--- config.mk ---
export PLATFORM = sky130hd
export DESIGN_NAME = ex_muldiv_sequencer
export DESIGN_NICKNAME = d
export VERILOG_FILES = /design/src/rtl/ex_muldiv_sequencer.sv
export SDC_FILE = /design/constraint.sdc
export NUM_CORES = 1
export LEC_CHECK = 0
export ABC_AREA = 1
export BUFFER_PORTS_ARGS = -buffer_cell sky130_fd_sc_hd__buf_2
export CAP_MARGIN = 30
export CORE_AREA = 3 3 217 219
export CTS_CLUSTER_DIAMETER = 30
export DETAILED_ROUTE_END_ITERATION = 7
export DIE_AREA = 0 0 220 222
export SYNTH_ARGS = -nofsm -noshare
export SYNTH_HDL_FRONTEND = slang
export SYNTH_SLANG_ARGS = --single-unit
--- constraint.sdc ---
create_clock -name clk -period 10 [get_ports clk]
set_input_delay 2 -clock clk [delete_from_list [all_inputs] [get_ports clk]]
set_output_delay 2 -clock clk [all_outputs]
set_load 0.1 [all_outputs]
--- src/rtl/ex_muldiv_sequencer.sv ---
// Multi-cycle RV32M execute unit: radix-2 shift-add multiply and restoring divide,
// one iteration per cycle, with pipeline stall, flush abort and 1-cycle special cases.
module ex_muldiv_sequencer #(
  parameter int unsigned DATA_WIDTH = 32
) (
  input  logic                  clk,
  input  logic                  rst,
  input  logic                  EX_start_i,
  input  logic [2:0]            EX_funct3_i,
  input  logic [DATA_WIDTH-1:0] EX_operand1_i,
  input  logic [DATA_WIDTH-1:0] EX_operand2_i,
  input  logic                  EX_flush_i,
  output logic                  EX_stall_o,
  output logic [DATA_WIDTH-1:0] EX_muldiv_result_o,
  output logic                  EX_muldiv_done_o,
  output logic                  EX_busy_o
);

  localparam int unsigned DW    = DATA_WIDTH;
  localparam int unsigned CNT_W = 6;

  typedef enum logic [1:0] {IDLE, CALC, DONE} state_t;

  state_t            state, state_next;
  logic [CNT_W-1:0]  cnt;
  logic [2:0]        funct3;
  logic              sign1, sign2;
  logic [DW-1:0]     opnd;
  logic [2*DW-1:0]   acc;
  logic [DW-1:0]     result;

  logic              load, step, fin, spec;
  logic              op1_signed, op2_signed, neg1, neg2;
  logic [DW-1:0]     mag1, mag2;
  logic              is_div_in, div_zero, div_ovf;
  logic [DW-1:0]     special_result;
  logic [DW:0]       mul_sum;
  logic [2*DW-1:0]   mul_acc;
  logic [DW:0]       trial;
  logic [2*DW-1:0]   div_acc;
  logic [2*DW-1:0]   step_acc;
  logic [2*DW-1:0]   prod_c;
  logic [DW-1:0]     quo_c, rem_c;
  logic [DW-1:0]     final_result;

  // Operand capture: signedness decode, magnitudes and special-case detection
  always_comb begin
    op1_signed = (EX_funct3_i == 3'b001) || (EX_funct3_i == 3'b010) ||
                 (EX_funct3_i == 3'b100) || (EX_funct3_i == 3'b110);
    op2_signed = (EX_funct3_i == 3'b001) || (EX_funct3_i == 3'b100) ||
                 (EX_funct3_i == 3'b110);
    neg1       = op1_signed & EX_operand1_i[DW-1];
    neg2       = op2_signed & EX_operand2_i[DW-1];
    mag1       = neg1 ? (~EX_operand1_i + DW'(1)) : EX_operand1_i;
    mag2       = neg2 ? (~EX_operand2_i + DW'(1)) : EX_operand2_i;
    is_div_in  = EX_funct3_i[2];
    div_zero   = is_div_in && (EX_operand2_i == '0);
    div_ovf    = is_div_in && !EX_funct3_i[0] &&
                 (EX_operand1_i == {1'b1, {(DW-1){1'b0}}}) && (EX_operand2_i == '1);
    if (div_zero) special_result = EX_funct3_i[1] ? EX_operand1_i : '1;
    else          special_result = EX_funct3_i[1] ? '0 : EX_operand1_i;
  end

  // One iteration of each algorithm; acc holds {hi,lo} product or {rem,quo}
  always_comb begin
    mul_sum  = {1'b0, acc[2*DW-1:DW]} + {1'b0, (acc[0] ? opnd : DW'(0))};
    mul_acc  = {mul_sum, acc[DW-1:1]};
    trial    = {acc[2*DW-1:DW], acc[DW-1]};
    if (trial >= {1'b0, opnd}) begin
      div_acc = {DW'(trial - {1'b0, opnd}), acc[DW-2:0], 1'b1};
    end else begin
      div_acc = {trial[DW-1:0], acc[DW-2:0], 1'b0};
    end
    step_acc = funct3[2] ? div_acc : mul_acc;
  end

  // Sign correction and result select on the final iteration
  always_comb begin
    prod_c = (sign1 ^ sign2) ? (~mul_acc + (2*DW)'(1)) : mul_acc;
    quo_c  = (sign1 ^ sign2) ? (~div_acc[DW-1:0] + DW'(1)) : div_acc[DW-1:0];
    rem_c  = sign1 ? (~div_acc[2*DW-1:DW] + DW'(1)) : div_acc[2*DW-1:DW];
    case (funct3)
      3'b000:        final_result = prod_c[DW-1:0];
      3'b100, 3'b101: final_result = quo_c;
      3'b110, 3'b111: final_result = rem_c;
      default:       final_result = prod_c[2*DW-1:DW];
    endcase
  end

  always_ff @(posedge clk or posedge rst) begin
    if (rst) state <= IDLE;
    else     state <= state_next;
  end

  // Next state and control strobes
  always_comb begin
    state_next = state;
    load       = 1'b0;
    step       = 1'b0;
    fin        = 1'b0;
    spec       = 1'b0;
    case (state)
      IDLE: begin
        if (EX_start_i && !EX_flush_i) begin
          load = 1'b1;
          if (div_zero || div_ovf) begin
            spec       = 1'b1;
            state_next = DONE;
          end else begin
            state_next = CALC;
          end
        end
      end
      CALC: begin
        if (EX_flush_i) begin
          state_next = IDLE;
        end else begin
          step = 1'b1;
          if (cnt == CNT_W'(DW - 1)) begin
            fin        = 1'b1;
            state_next = DONE;
          end
        end
      end
      DONE:    state_next = IDLE;
      default: state_next = IDLE;
    endcase
  end

  always_ff @(posedge clk or posedge rst) begin
    if (rst) begin
      cnt    <= '0;
      funct3 <= '0;
      sign1  <= 1'b0;
      sign2  <= 1'b0;
      opnd   <= '0;
      acc    <= '0;
      result <= '0;
    end else begin
      if (load) begin
        cnt    <= '0;
        funct3 <= EX_funct3_i;
        sign1  <= neg1;
        sign2  <= neg2;
        opnd   <= is_div_in ? mag2 : mag1;
        acc    <= {DW'(0), (is_div_in ? mag1 : mag2)};
      end
      if (spec) result <= special_result;
      if (step) begin
        acc <= step_acc;
        cnt <= cnt + CNT_W'(1);
      end
      if (fin) result <= final_result;
    end
  end

  assign EX_stall_o         = EX_start_i & ~EX_flush_i & (state != DONE);
  assign EX_muldiv_done_o   = (state == DONE) & ~EX_flush_i;
  assign EX_busy_o          = (state != IDLE);
  assign EX_muldiv_result_o = result;

endmodule

# Word level (Yosys, flattened, before mapping)
# Index checks and enable logic that the tools add are counted.
# word_totals
reg_bits,141
# classes
add_sub_neg,8
order_cmp,1
n_eq_ne,16
mux,35
bitwise,12
n_reduce_logical,22
# ops
operator,count
2-to-1 mux 32 bit,12
2-to-1 mux 64 bit,5
"adder 32 x 1 -> 32 bit, second input constant",4
inverter 32 bit,4
case mux 32 bit (3 select lines),1
"adder 64 x 1 -> 64 bit, second input constant",1
"== test 32 bit, second input constant",2
inverter 64 bit,1
adder 32 x 32 -> 33 bit,1
greater-or-equal comparator 33 x 32 -> 1 bit,1
zero test 32 bit,1
subtractor 32 bit,1
"== test 3 bit, second input constant",6
2-to-1 mux 6 bit,2
2-to-1 mux 1 bit,10
2-to-1 mux 2 bit,4
"adder 6 x 1 -> 6 bit, second input constant",1
"== test 6 x 5 -> 1 bit, second input constant",1
logical OR 1 bit,6
nonzero test 2 bit,3
bitwise AND 1 bit,5
logical AND 1 bit,5
"inequality test 2 bit, second input constant",2
case mux 2 bit (2 select lines),1
12 further kinds,14

# Longest topological paths before layout
# logic_depth
ltp_word,10
depth_mapped,28
mapped_depth_nobuf,28

# Worst setup path after synthesis
# Ideal clock, no wire load.
# synth_timing
kind,input to output
start,input EX_start_i
end,output EX_stall_o
arrival_ps,3651
required_ps,8000
slack_ps,4349
stages,4
n_path_buf,0
cell_sequence,inv_1 nor2_1 inv_1 a21oi_1
# synth_between
elab_chain_cells,2
# synth_lines
item,line_no,source
"start, declared",8,"input logic EX_start_i,"
bitwise AND 1 bit (2 in a row),157,assign EX_stall_o = EX_start_i & ~EX_flush_i & (state != DONE);
"end, declared",13,"output logic EX_stall_o,"
# Every way passes these cells.

# Worst setup path after layout
# layout_timing
start,register opnd[18]
end,register result[8] (netlist: EX_muldiv_result_o[8])
# layout_between
elab_chain_cells,7
word_cells_on_any_way,10
# layout_lines
item,line_no,source
"start, declared",28,logic [DW-1:0] opnd;
"start signal, assigned",145,opnd <= is_div_in ? mag2 : mag1;
greater-or-equal comparator 33 x 32 -> 1 bit *,69,"if (trial >= {1'b0, opnd}) begin"
2-to-1 mux 64 bit *,69,
inverter 32 bit (on tied branches),"81, 80",
adder 32 x 1 -> 32 bit (on tied branches),"81, 80",
2-to-1 mux 32 bit (on tied branches),"81, 80",
case mux 32 bit (3 select lines) *,82,case (funct3)
2-to-1 mux 32 bit *,153,if (fin) result <= final_result;
"end signal, assigned",148,if (spec) result <= special_result;
"end signal, assigned",153,
"end, declared",30,logic [DW-1:0] result;
# Every way passes the cells marked *; elsewhere a longest branch is shown, timed or not.
# A chain may end at the register's enable or synchronous reset.

==> results.md <==
* Status: completed
* Final-report hold violation count at 0
* PortBufs at 105
* Initial antenna violation count at 4
* Vias at 22480
* TritonCTS Buffers at 17
* Floorplan core area at 45300 sq um
* Data required, critical path at 10.30 ns
* Tightest hold margin at 0.491 ns
* CTS Buffer Depth at 2
* Fillers at 5039
* Synth Flop Type: dfrtp_1
* P_sw at 4620 uW
* CP arrival at 5.41 ns
* R2r endpoint: EX_muldiv_result_o[8]
* Setup TNS at 0 ns
* R2r startpoint: opnd[18]
* Drt wl/cell at 24.6 um
* Area grow syn2layout at 8.66%
* Hold Crit Depth at 2
* Sequential area share after synthesis at 19.0%
* Setup violators final at 0
* Static leakage at 0.0104 uW
* Multi-input gate area at 12800 sq um
* Worst reg-to-reg path cell count at 18
* Post-synth EDFFs at 0
* Syn nets at 3364
* Critical path class: reg -> reg
* Most common cell after layout, fill and taps aside: nand2_1
* Yosys Warn Count at 0
* H-tree Lvls at 4
* Total global routing overflow at 0
* HP Start: EX_muldiv_result_o[0]
* Die X-Extent at 220 um
* Vias per inst at 5.81
* Largest net degree at the start of global routing at 93
* Pwr Density at 354 nW/um^2
* IR drop worst, VDD at 0.000218 V
* Number of diodes at 0
* Post-layout minimum cycle time at 5.11 ns
* GRT Overall Usage at 38.3%
* Design Area, Final at 20200 sq um
* Worst min path class: reg -> reg
* Post-placement cell area at 19600 sq um
* Postcts setup bufs at 0
* First drt pass iteration count at 6
* Internal at 2540 uW
* Clock insertion delay at the later pin of the skew report at 0.47 ns
* Crit-path max FO at 37
* Yosys cell types at 63
* DRC at 0
* Post-Syn Instances at 3220
* Most frequent cells in the layout: nand2_1 (913), inv_1 (458), nor2_1 (352), o21ai_0 (222), nand3_1 (218)
* Clock power share at 9.4%
* CP endpoint kind: register
* Switch share at 64.5%
* Antenna viol nets, final at 0
* Mapped Area at 18600 sq um
* Dpl hpwl at 77900 um
* Async S/R FF share, synth at 100%
* Post-Syn Area per Cell at 5.78 sq um
* Starting density of the core at 41.1%
* Routed WL at 95300 um
* F_max at 196 MHz
* CTS tree: yes
* Sink Count at 141
* Slew HR at 32.1%
* Pin slew with the least headroom to its limit at 1.02 ns
* Die area at 48800 sq um
* Final period util at 51.1%
* Fin. max-slew vios at 0
* First-pass GRT wire length at 138000 um
* Seq cells post-synth at 141
* I/O pin total at 106
* Clock slew seen by the registers of the worst setup and hold paths at 0.08 ns
* Violation count after the first detailed-route iteration at 2528
* CTS Root Cell: clkbuf_16
* Number of global-route vias before repair at 21058
* MaxCap Viol Count at 0
* Reg-to-reg slack, setup at 4.89 ns
* Post-CTS sizing at 0
* Hold Buf Count CTS at 0
* Hold Path Sink: EX_muldiv_result_o[0]
* Logic pwr share at 77.0%
* Seq pwr share at 13.7%
* RSZ-0062 raised after global routing: no
* Die height at 222 um
* CP Launch Type: register
* Final net count at 3401
* Share of layout cells above drive strength 1 at 8.78%
* Register Area at 3530 sq um
* GP Congestion at 1.07
* Worst Skew at 0.0153 ns
* Site Rows at 78
synth_stat cells (12+ instances only):
cell       instances  area share, %
a21oi_1          157            4.2
a31oi_1           17           0.57
clkbuf_1          91            1.8
dfrtp_1          141             19
ha_1              71            4.8
inv_1            461            9.3
inv_2             19           0.38
nand2_1          913             18
nand2_2           31            1.0
nand3_1          218            5.9
nand3_2           12           0.65
nand4_1           42            1.4
nor2_1           357            7.2
nor2_2            18           0.61
nor3_1            59            1.6
nor4_1            13           0.44
o2111ai_1         16           0.75
o211ai_1          36            1.5
o21ai_0          222            6.0
o221ai_1          21           0.99
o22ai_1           32            1.1
xnor2_1           24            1.1
xor2_1            99            4.7
power groups by stage:
| stage | Combinational, uW | Clock [uW] | Sequential (uW) |
|---|---|---|---|
| detailed placement | 5320 | 0 | 976 |
| global route | 5950 | 695 | 982 |
| CTS | 5350 | 672 | 966 |
| global placement | 5320 | 0 | 972 |
| floorplan | 3680 | 0 | 838 |
| finish | 5510 | 672 | 978 |
sequential cells by signal, summed over array words and instances (netlist names):
register	cells
EX_muldiv_result_o	32
sign1	1
cnt	6
funct3	3
state	2
acc	64
sign2	1
opnd	32
logic make-up (layout without fill, tap and decap cells):
logic type,after synthesis,after routing,share of synthesized area (%)
and+or+nand+nor,1716,1716,40.0
AOI/OAI and AO/OA,563,563,17.5
DFF,141,141,19.0
buffers and inverters,599,649,12.5
adders and majority gates,78,78,5.26
xor gates and xnor gates,123,123,5.79
layer usage:
metal  global-route usage (%)  vias up  routed length (um)
li1                         -    10507                   -
met1                     47.8    10584               38000
met2                     62.6     1130               43500
met3                     6.21      253                7470
met4                     21.3        6                6360
met5                        0        -                  47
metrics by stage:
stage / setup WS [ns] / power (uW) / utilization [%] / std cells
finish: 4.89 / 7160 / 44.6 / 3870
global route: 4.70 / 7630 / 44.6 / 3870
CTS: 5.06 / 6990 / 44.6 / 3869
detailed placement: 4.79 / 6290 / 43.3 / 3837
global placement: 4.77 / 6290 / 43.3 / 3837
floorplan: 4.22 / 4520 / - / 3220
critical path, cell delays in order, from the launching register on:
cell and delay, ns:
dfrtp_1 0.44, inv_1 0.18, ha_1 0.48, nand2_1 0.15, nor2_2 0.14, nand2_1 0.13, nor4_4 0.21, nand2_4 0.29
nand2_8 0.35, inv_2 0.22, ha_1 0.26, nor2_1 0.25, buf_4 0.24, inv_1 0.05, buf_4 0.19, o211ai_1 0.18
o311ai_0 0.21, o21ai_0 0.78, nand3_1 0.14
how the worst max path moves through the flow:
stage	start	endpoint	slack [ns]	cells after the start
detailed placement	EX_operand1_i[1]	EX_muldiv_result_o[13]	4.79	15
finish	opnd[18]	EX_muldiv_result_o[8]	4.89	18
floorplan	rst	EX_muldiv_result_o[0]	4.22	1
global placement	EX_funct3_i[1]	acc[22]	4.77	7
CTS	opnd[21]	EX_muldiv_result_o[8]	5.06	18
global route	opnd[21]	EX_muldiv_result_o[8]	4.70	18
layout make-up:
class / count / share of cell area, %
clock buffer: 18 / 2.17
clock inverter: 14 / 0.700
inverter: 484 / 9.01
multi-input combinational: 2480 / 63.2
sequential: 141 / 17.5
tap: 600 / 3.71
timing repair buffer: 133 / 3.74
Power figures use the tool's default switching activity.
